--- config.mk ---
export PLATFORM = sky130hd
export DESIGN_NAME = asm_frame_sched
export DESIGN_NICKNAME = d
export VERILOG_FILES = /design/src/rtl/asm_frame_sched.sv
export SDC_FILE = /design/constraint.sdc
export NUM_CORES = 1
export LEC_CHECK = 0
export CELL_PAD_IN_SITES_DETAIL_PLACEMENT = 1
export CELL_PAD_IN_SITES_GLOBAL_PLACEMENT = 1
export CORE_MARGIN = 2
export CORE_UTILIZATION = 38
export CTS_CLUSTER_DIAMETER = 200
export DETAILED_ROUTE_END_ITERATION = 6
export HOLD_SLACK_MARGIN = 0.08
export PLACE_DENSITY = 0.88
export SLEW_MARGIN = 20
export SYNTH_ARGS = -nofsm -noshare
export SYNTH_HDL_FRONTEND = slang
export SYNTH_SLANG_ARGS = --single-unit
--- constraint.sdc ---
create_clock -name clk -period 1.9 [get_ports clk]
set_input_delay 0.285 -clock clk [delete_from_list [all_inputs] [get_ports clk]]
set_output_delay 0.285 -clock clk [all_outputs]
set_load 0.01 [all_outputs]
--- src/rtl/asm_frame_sched.sv ---
// Capture/read-out sequencer for the 1-bit ASM frame buffer: writes N_BITS bits after a
// start pulse, then issues sequential + interleaved reads. Optional err_cnt via ASM_SCHED_ERRCNT_EN.
module asm_frame_sched #(
  parameter int N_BITS = 256,
  parameter int AW     = 8,
  parameter int STRIDE = 37
) (
  input  logic          clk,
  input  logic          n_rst,
  input  logic [5:0]    link_id,
  input  logic          din_vld,
  input  logic          request,
  output logic          wen,
  output logic [AW-1:0] waddr,
  output logic          ren,
  output logic [AW-1:0] raddr,
  output logic [AW-1:0] raddr_itl,
  output logic          rd_vld,
  output logic          full,
  output logic          busy,
  output logic          frame_done,
  output logic [5:0]    link_id_q,
`ifdef ASM_SCHED_ERRCNT_EN
  output logic [7:0]    err_cnt,
`endif
  output logic [1:0]    state_dbg
);

  typedef enum logic [1:0] {IDLE, WRITE, FULL, READ} state_t;

  localparam logic [AW-1:0] LAST = AW'(N_BITS - 1);
  localparam logic [AW-1:0] STEP = AW'(STRIDE);

  state_t        state, next_state;
  logic [AW-1:0] wr_cnt;
  logic [AW-1:0] rd_cnt;
  logic [AW-1:0] itl_acc;
  logic          start;
  logic          issue;

  // Handshake: request is a strobe with no back-pressure. Every edge with request=1 in
  // FULL/READ is one accepted read; ren/raddr/raddr_itl are registered on that edge and
  // rd_vld (buffer data valid) follows one cycle later. Requests elsewhere are dropped.
  assign start = (state == IDLE) && din_vld;
  assign issue = ((state == FULL) || (state == READ)) && request;

  always_ff @(posedge clk or negedge n_rst) begin
    if (!n_rst) state <= IDLE;
    else        state <= next_state;
  end

  always_comb begin
    next_state = state;
    case (state)
      IDLE:  if (din_vld) next_state = WRITE;
      WRITE: if (wr_cnt == LAST) next_state = FULL;
      FULL, READ: begin
        if (request) next_state = (rd_cnt == LAST) ? IDLE : READ;
      end
      default: next_state = IDLE;
    endcase
  end

  always_ff @(posedge clk or negedge n_rst) begin
    if (!n_rst) begin
      wr_cnt     <= '0;
      rd_cnt     <= '0;
      itl_acc    <= '0;
      link_id_q  <= '0;
      ren        <= 1'b0;
      raddr      <= '0;
      raddr_itl  <= '0;
      rd_vld     <= 1'b0;
      frame_done <= 1'b0;
    end else begin
      rd_vld     <= ren;
      // raddr reaches LAST only on the final read of a frame
      frame_done <= ren && (raddr == LAST);
      ren        <= issue;
      if (start) begin
        link_id_q <= link_id;
        wr_cnt    <= '0;
        itl_acc   <= AW'({link_id, 2'b00});
      end
      if (state == WRITE) begin
        wr_cnt <= wr_cnt + 1'b1;
        if (wr_cnt == LAST) rd_cnt <= '0;
      end
      if (issue) begin
        raddr     <= rd_cnt;
        raddr_itl <= itl_acc;
        rd_cnt    <= rd_cnt + 1'b1;
        itl_acc   <= itl_acc + STEP;
      end
    end
  end

  assign wen       = (state == WRITE);
  assign waddr     = wr_cnt;
  assign full      = (state == FULL) || (state == READ);
  assign busy      = (state != IDLE);
  assign state_dbg = state;

`ifdef ASM_SCHED_ERRCNT_EN
  logic err_evt;

  // Both ignored-event kinds on one edge count once.
  assign err_evt = (din_vld && (state != IDLE)) ||
                   (request && ((state == IDLE) || (state == WRITE)));

  always_ff @(posedge clk or negedge n_rst) begin
    if (!n_rst)                              err_cnt <= 8'd0;
    else if (err_evt && (err_cnt != 8'hFF)) err_cnt <= err_cnt + 8'd1;
  end
`endif

endmodule

==> results of run 1 <==
cells in the mapped netlist:
cell	number
buf_6	1
a21oi_1	4
nand3_1	8
or3_1	1
nor2_4	2
inv_2	1
a211oi_1	1
dlygate4sd1_1	1
o22a_1	1
nand2_1	80
nor2_1	14
inv_1	4
nor3b_1	1
dfrtp_1	51
nor3_2	1
a22oi_1	2
o21a_1	1
nor3_1	4
a41oi_1	2
xor2_1	3
and3_2	1
nor3b_4	1
a21boi_0	1
o31ai_1	1
o21bai_1	2
xnor2_1	2
buf_1	1
o211ai_1	2
nand4_1	6
a22o_1	1
mux2_2	1
and2b_2	1
buf_4	1
a21o_1	2
mux2i_1	4
o311ai_0	1
and3_1	3
o21ai_0	16
buf_2	4
a31oi_1	1
ha_1	3
o22ai_1	1
registers in the layout (all words and copies together), names as in the netlist, 2 cells and up:
register and flops:
link_id_q 6, rd_cnt 8, itl_acc 8, raddr_itl 8, raddr 8, waddr 8, state_dbg 2
layout make-up:
class                      instances  area, sq um  share of cell area
timing repair buffer              57          561               0.186
clock inverter                     2         60.1              0.0199
clock buffer                       6         72.6              0.0241
inverter                           5         18.8             0.00622
tap                               75         93.8              0.0311
sequential                        51         1280               0.424
multi-input combinational        175          932               0.309
worst reg2reg max path: stages, from the launching register on:
cell and delay (ns):
dfrtp_1 0.35, buf_4 0.20, nand2_1 0.12, inv_2 0.29, nor2_4 0.11, o21ai_0 0.17
o311ai_0 0.13
metrics by stage:
stage	worst slack, ns	util	instance area (sq um)	std cells	total power [mW]
floorplan	0.479	-	2280	239	1.91
global placement	0.161	0.487	2850	360	2.28
detailed placement	0.113	0.487	2850	360	2.32
CTS	0.00634	0.512	2990	369	3.24
global route	0.126	0.515	3020	371	3.40
finish	0.196	0.515	3020	371	3.20
how the worst max path moves through the flow:
| stage | startpoint | endpoint | slack [ns] | depth (start not counted) |
|---|---|---|---|---|
| 3_5_place_dp | request | itl_acc[2] | 0.11 | 6 |
| 2_1_floorplan | state_dbg[1] | itl_acc[2] | 0.48 | 5 |
| 5_1_grt | state_dbg[1] | full | 0.13 | 2 |
| 4_1_cts | state_dbg[0] | wen | 0.006 | 2 |
| 6_report | state_dbg[1] | state_dbg[1] | 0.20 | 2 |
| 3_3_place_gp | request | itl_acc[2] | 0.16 | 6 |
layer usage:
| layer | vias up | GRT usage | wire length (microns) |
|---|---|---|---|
| met3 | 6 | 0.0422 | 210 |
| li1 | 920 | - | - |
| met5 | - | 0 | 0 |
| met1 | 961 | 0.262 | 2620 |
| met4 | 0 | 0.0610 | 64 |
| met2 | 39 | 0.338 | 2910 |
power by group:
| group | internal [mW] | switching (mW) | total, mW | leakage, nW |
|---|---|---|---|---|
| Clock | 0.527 | 0.366 | 0.893 | 0.0654 |
| Combinational | 0.391 | 0.361 | 0.752 | 0.735 |
| Sequential | 1.31 | 0.241 | 1.55 | 0.615 |
| Total | 2.23 | 0.968 | 3.20 | 1.42 |
cells by family after synthesis:
kind of cell,Yosys count,share of synthesized area
flops,51,0.561
mux,5,0.0225
compound gates,39,0.108
simple gates,123,0.242
xor+xnor,5,0.0192
buf+inv,13,0.0308
fa+ha+maj,3,0.0165
timing repair:
action | CTS | global route
gates resized for setup | 1 | 3
endpoints found under the setup margin | 1 | 2
endpoints found under the hold margin | 17 | 0
pin swaps | 0 | 0
hold buffers | 1 | 0
buffers inserted | 0 | 2
==> flow_summary.toml, run 1 <==
[run_status]
outcome = "complete, no violations"

[drt]
wl_per_cell_microns = 15.7
dr.first_iter.drc_count = 147
antenna_left = 0
drc = 0
vias = 1926
drt-pass1-iter-count = 4
drt-total-wl_mm = 5.81
vias_per_cell = 5.19

[cells_and_area]
diodes = 0
layout_commonest_cell = "nand2_1"
layout_common_cells = "nand2_1 (80), dfrtp_1 (50), clkdlybuf4s50_1 (44), o21ai_0 (16), nor2_1 (13)"
nets = 308
area_growth_syn_to_layout_pct = 32.5
drive_gt1_frac = 0.0912
nFillCells = 672

[worst_hold_path]
hold_class = "flip-flop to flip-flop"
hold-path-endpoint = "rd_vld"
min_path_cells = 0
hold_path_startpoint = "ren"

[timing]
clock_skew_ns = 0.00915
setup_violations = 0
fmaxAchievable_mhz = 587
relSlewSlack = 0.710
fin_setup_tns_ns = 0
finalCritPeriodShare = 0.897
worstMarginPinSlew_ns = 0.436
period_needed_ns = 1.70
rsz0062_at_grt = "false"
final_hold_viol_count = 0
holdWs_ns = 0.426
final_max_slew_viol_count = 0

[critical_path]
max_stage_delay_ns = 0.56
cp_num_buf_inv = 2
cp_top_family = "buffers and inverters"
path_cells = "buf_4 -> clkdlybuf4s50_1"
cp.arrival_ns = 1.42
cp_max_fo = 12
rr_startpoint = "state_dbg[1]"
path_class = "flip-flop to output port"
worstReg2RegEnd = "itl_acc[2]"
cp-end-kind = "output port"
crit_path_start_kind = "flip-flop"
rrSetupSlack_ns = 0.40
cp_slowest_cell = "clkdlybuf4s50_1"
cp.required_ns = 1.62
ff2ff_path_depth = 6

[clock_network]
cts.path.max_buffers = 2
clkTransAtPathRegs_ns = 0.09
h-tree-depth = 2
cts_sinks = 51
cts_root_buf = "clkbuf_8"
clk_latency_ns = 0.31
cts_tree = "done"
cts_buffers = 5

[logic_synthesis]
synth.net_count = 252
yosysSeqAreaShare = 0.561
yosysWarnings = 0
netlist.area_leader.share = 0.561
synth_top_area_cell = "dfrtp_1"
ys_top_cells_by_area = "dfrtp_1 (56%), nand2_1 (13%), o21ai_0 (3.5%), nor2_1 (2.3%), mux2i_1 (1.8%)"
ys_ff_latch = 51
syn_avg_cell_area_sq_um = 9.52
ys_types = 42
syn_inst = 239
synth_area_sq_mm = 0.00228

[global_route]
grt_pass1_wl_mm = 10.2
grt_max_degree = 35
grt_pass1_vias = 2047
grt_overflow = 0
antenna_found_initial = 0
grt_use_total = 0.202

[floorplan]
die_h_microns = 81.4
die_w_microns = 81.4
coreArea_sq_mm = 0.00585
die_area_sq_mm = 0.00662
initial_core_util = 0.389
pin_count = 48
rows = 28

[flow_run]
maxCapViolations = 0

[place]
dp_hpwl_mm = 4.07
io_buffer_count = 47
place_congestion = 0.811

[power]
vdd_drop_max_uv = 554
p_leak_nw = 1.42
powerDensity_mw_per_mm2 = 1060
No activity file was read; power rests on OpenSTA's default activity.
==> run 2, diff against run 1 <==
--- a/config.mk
+++ b/config.mk
@@ -13,7 +13,7 @@
 export DETAILED_ROUTE_END_ITERATION = 6
 export HOLD_SLACK_MARGIN = 0.08
 export PLACE_DENSITY = 0.88
-export SLEW_MARGIN = 20
+export REMOVE_ABC_BUFFERS = 1
 export SYNTH_ARGS = -nofsm -noshare
 export SYNTH_HDL_FRONTEND = slang
 export SYNTH_SLANG_ARGS = --single-unit
==> constraint.sdc (replaced) <==
create_clock -name clk -period 1.95 [get_ports clk]
set_input_delay 0.2925 -clock clk [delete_from_list [all_inputs] [get_ports clk]]
set_output_delay 0.2925 -clock clk [all_outputs]
set_load 0.01 [all_outputs]
==> run 2 against run 1 <==
Compared with the run above: combinational power is 2% lower; global-route usage is 1.1 points lower; cell area is 0.62% higher; register-to-register slack worse by 0.04 ns; worst hold slack worse by 0.014 ns; core utilization is 0.32 points higher; critical path depth stayed put; die area stayed put; routed wire length is 1.0% lower; non-clock buffer count is 3 higher; flip-flop and latch count stayed put; count of clock-buffer cells in the layout is 1 lower; largest power group unchanged; highest routed layer unchanged.
==> flow_summary.toml, run 2 (synthesized netlist as in run 1, its figures left out) <==
[cells_and_area]
multiInputGateArea_sq_um = 930
area_growth_syn_to_layout_pct = 33.3
nets = 311
drive_gt1_frac = 0.100
final_cells = 374
layout_common_cells = "nand2_1 (80), dfrtp_1 (50), clkdlybuf4s50_1 (46), o21ai_0 (16), nor2_1 (14)"
seq_area_sq_mm = 0.00128
layout_commonest_cell = "nand2_1"
diodes = 0
utilization = 0.519
fin_area_sq_mm = 0.00303
nFillCells = 664

[power]
p_int_mw = 2.18
finalPower_mw = 3.12
pwr-share-seq = 0.485
p_leak_nw = 1.41
power_frac_clock = 0.278
p_sw_frac = 0.304
vdd_drop_max_uv = 430
p_comb_frac = 0.237
p_sw_mw = 0.949
powerDensity_mw_per_mm2 = 1030

[clock_network]
cts_buffers = 5
clk_latency_ns = 0.31
clkTransAtPathRegs_ns = 0.10
h-tree-depth = 2
cts_sinks = 51
cts_root_buf = "clkbuf_8"
cts_tree = "done"
cts.path.max_buffers = 2

[place]
dp_hpwl_mm = 4.12
io_buffer_count = 47
place_ws_ns = 0.112
dp.cells = 362
place_congestion = 0.806
post_dp_cell_area_sq_mm = 0.00286

[drt]
vias_per_cell = 5.17
drt-pass1-iter-count = 4
drc = 0
drt-total-wl_mm = 5.75
dr.first_iter.drc_count = 55
vias = 1933
wl_per_cell_microns = 15.4
antenna_left = 0

[timing]
finalCritPeriodShare = 0.951
setup_violations = 0
fin_setup_tns_ns = 0
final_max_slew_viol_count = 0
final_hold_viol_count = 0
holdWs_ns = 0.411
period_needed_ns = 1.85
relSlewSlack = 0.674
clock_skew_ns = 0.00736
worstMarginPinSlew_ns = 0.488
fmaxAchievable_mhz = 539
rsz0062_at_grt = "false"
setup_ws_ns = 0.0961

[worst_hold_path]
hold_class = "flip-flop to flip-flop"

[global_route]
antenna_found_initial = 0
grt_overflow = 0
grt_use_total = 0.190
grt_pass1_vias = 2035
grt_max_degree = 33
grt_pass1_wl_mm = 9.53

[critical_path]
rr_startpoint = "state_dbg[1]"
crit_path_start_kind = "flip-flop"
cp.arrival_ns = 1.56
worstReg2RegEnd = "itl_acc[2]"
cp.required_ns = 1.66
crit_start = "state_dbg[1]"
cp-end-kind = "output port"
path_class = "flip-flop to output port"
cp_max_fo = 5
endpoint = "wen"
ff2ff_path_depth = 6
rrSetupSlack_ns = 0.36

[floorplan]
coreArea_sq_mm = 0.00585
die_area_sq_mm = 0.00662
die_w_microns = 81.4
die_h_microns = 81.4
rows = 28
pin_count = 48
initial_core_util = 0.389

[flow_run]
maxCapViolations = 0

[run_status]
outcome = "complete, no violations"
==> run 2: cell type report <==
class	count	share of cell area
clock buffer	5	0.0227
tap	75	0.0309
timing repair buffer	60	0.191
inverter	5	0.00619
clock inverter	3	0.0223
multi-input combinational	175	0.306
sequential	51	0.421
==> run 2: layer usage <==
layer,up-vias,share of wire,track usage
met5,-,0,0
met4,0,0.017,0.0712
met3,10,0.029,0.0378
met2,39,0.51,0.317
met1,964,0.45,0.244
li1,920,-,-
==> run 2: critical path: stages (launching register included) <==
cell             delay [ns]
dfrtp_1                0.43
and2b_2                0.28
clkdlybuf4s50_1        0.55
==> run 2: power groups by stage <==
stage / clock network [mW] / logic (mW) / registers, mW
after floorplan: 0 / 0.331 / 1.52
after global placement: 0 / 0.702 / 1.51
after detailed placement: 0 / 0.738 / 1.54
after CTS: 0.882 / 0.751 / 1.52
after global routing: 0.919 / 0.829 / 1.56
final: 0.868 / 0.740 / 1.52
==> run 2: worst min-delay path by stage <==
stage              endpoint   from  slack [ns]  cells past startpoint
2_1_floorplan    frame_done  n_rst      -0.003                      0
3_3_place_gp   link_id_q[3]  n_rst        0.27                      1
3_5_place_dp   link_id_q[2]  n_rst        0.28                      1
4_1_cts              rd_vld    ren        0.42                      0
5_1_grt              rd_vld    ren        0.44                      0
6_report             rd_vld    ren        0.41                      0
==> run 2: timing repair <==
| item | 4_1_cts | 5_1_grt |
|---|---|---|
| gates resized for setup | 1 | 0 |
| buffers inserted | 0 | 3 |
| hold endpoints to repair | 19 | 0 |
| hold buffers | 1 | 0 |
| endpoints found under the setup margin | 1 | 1 |
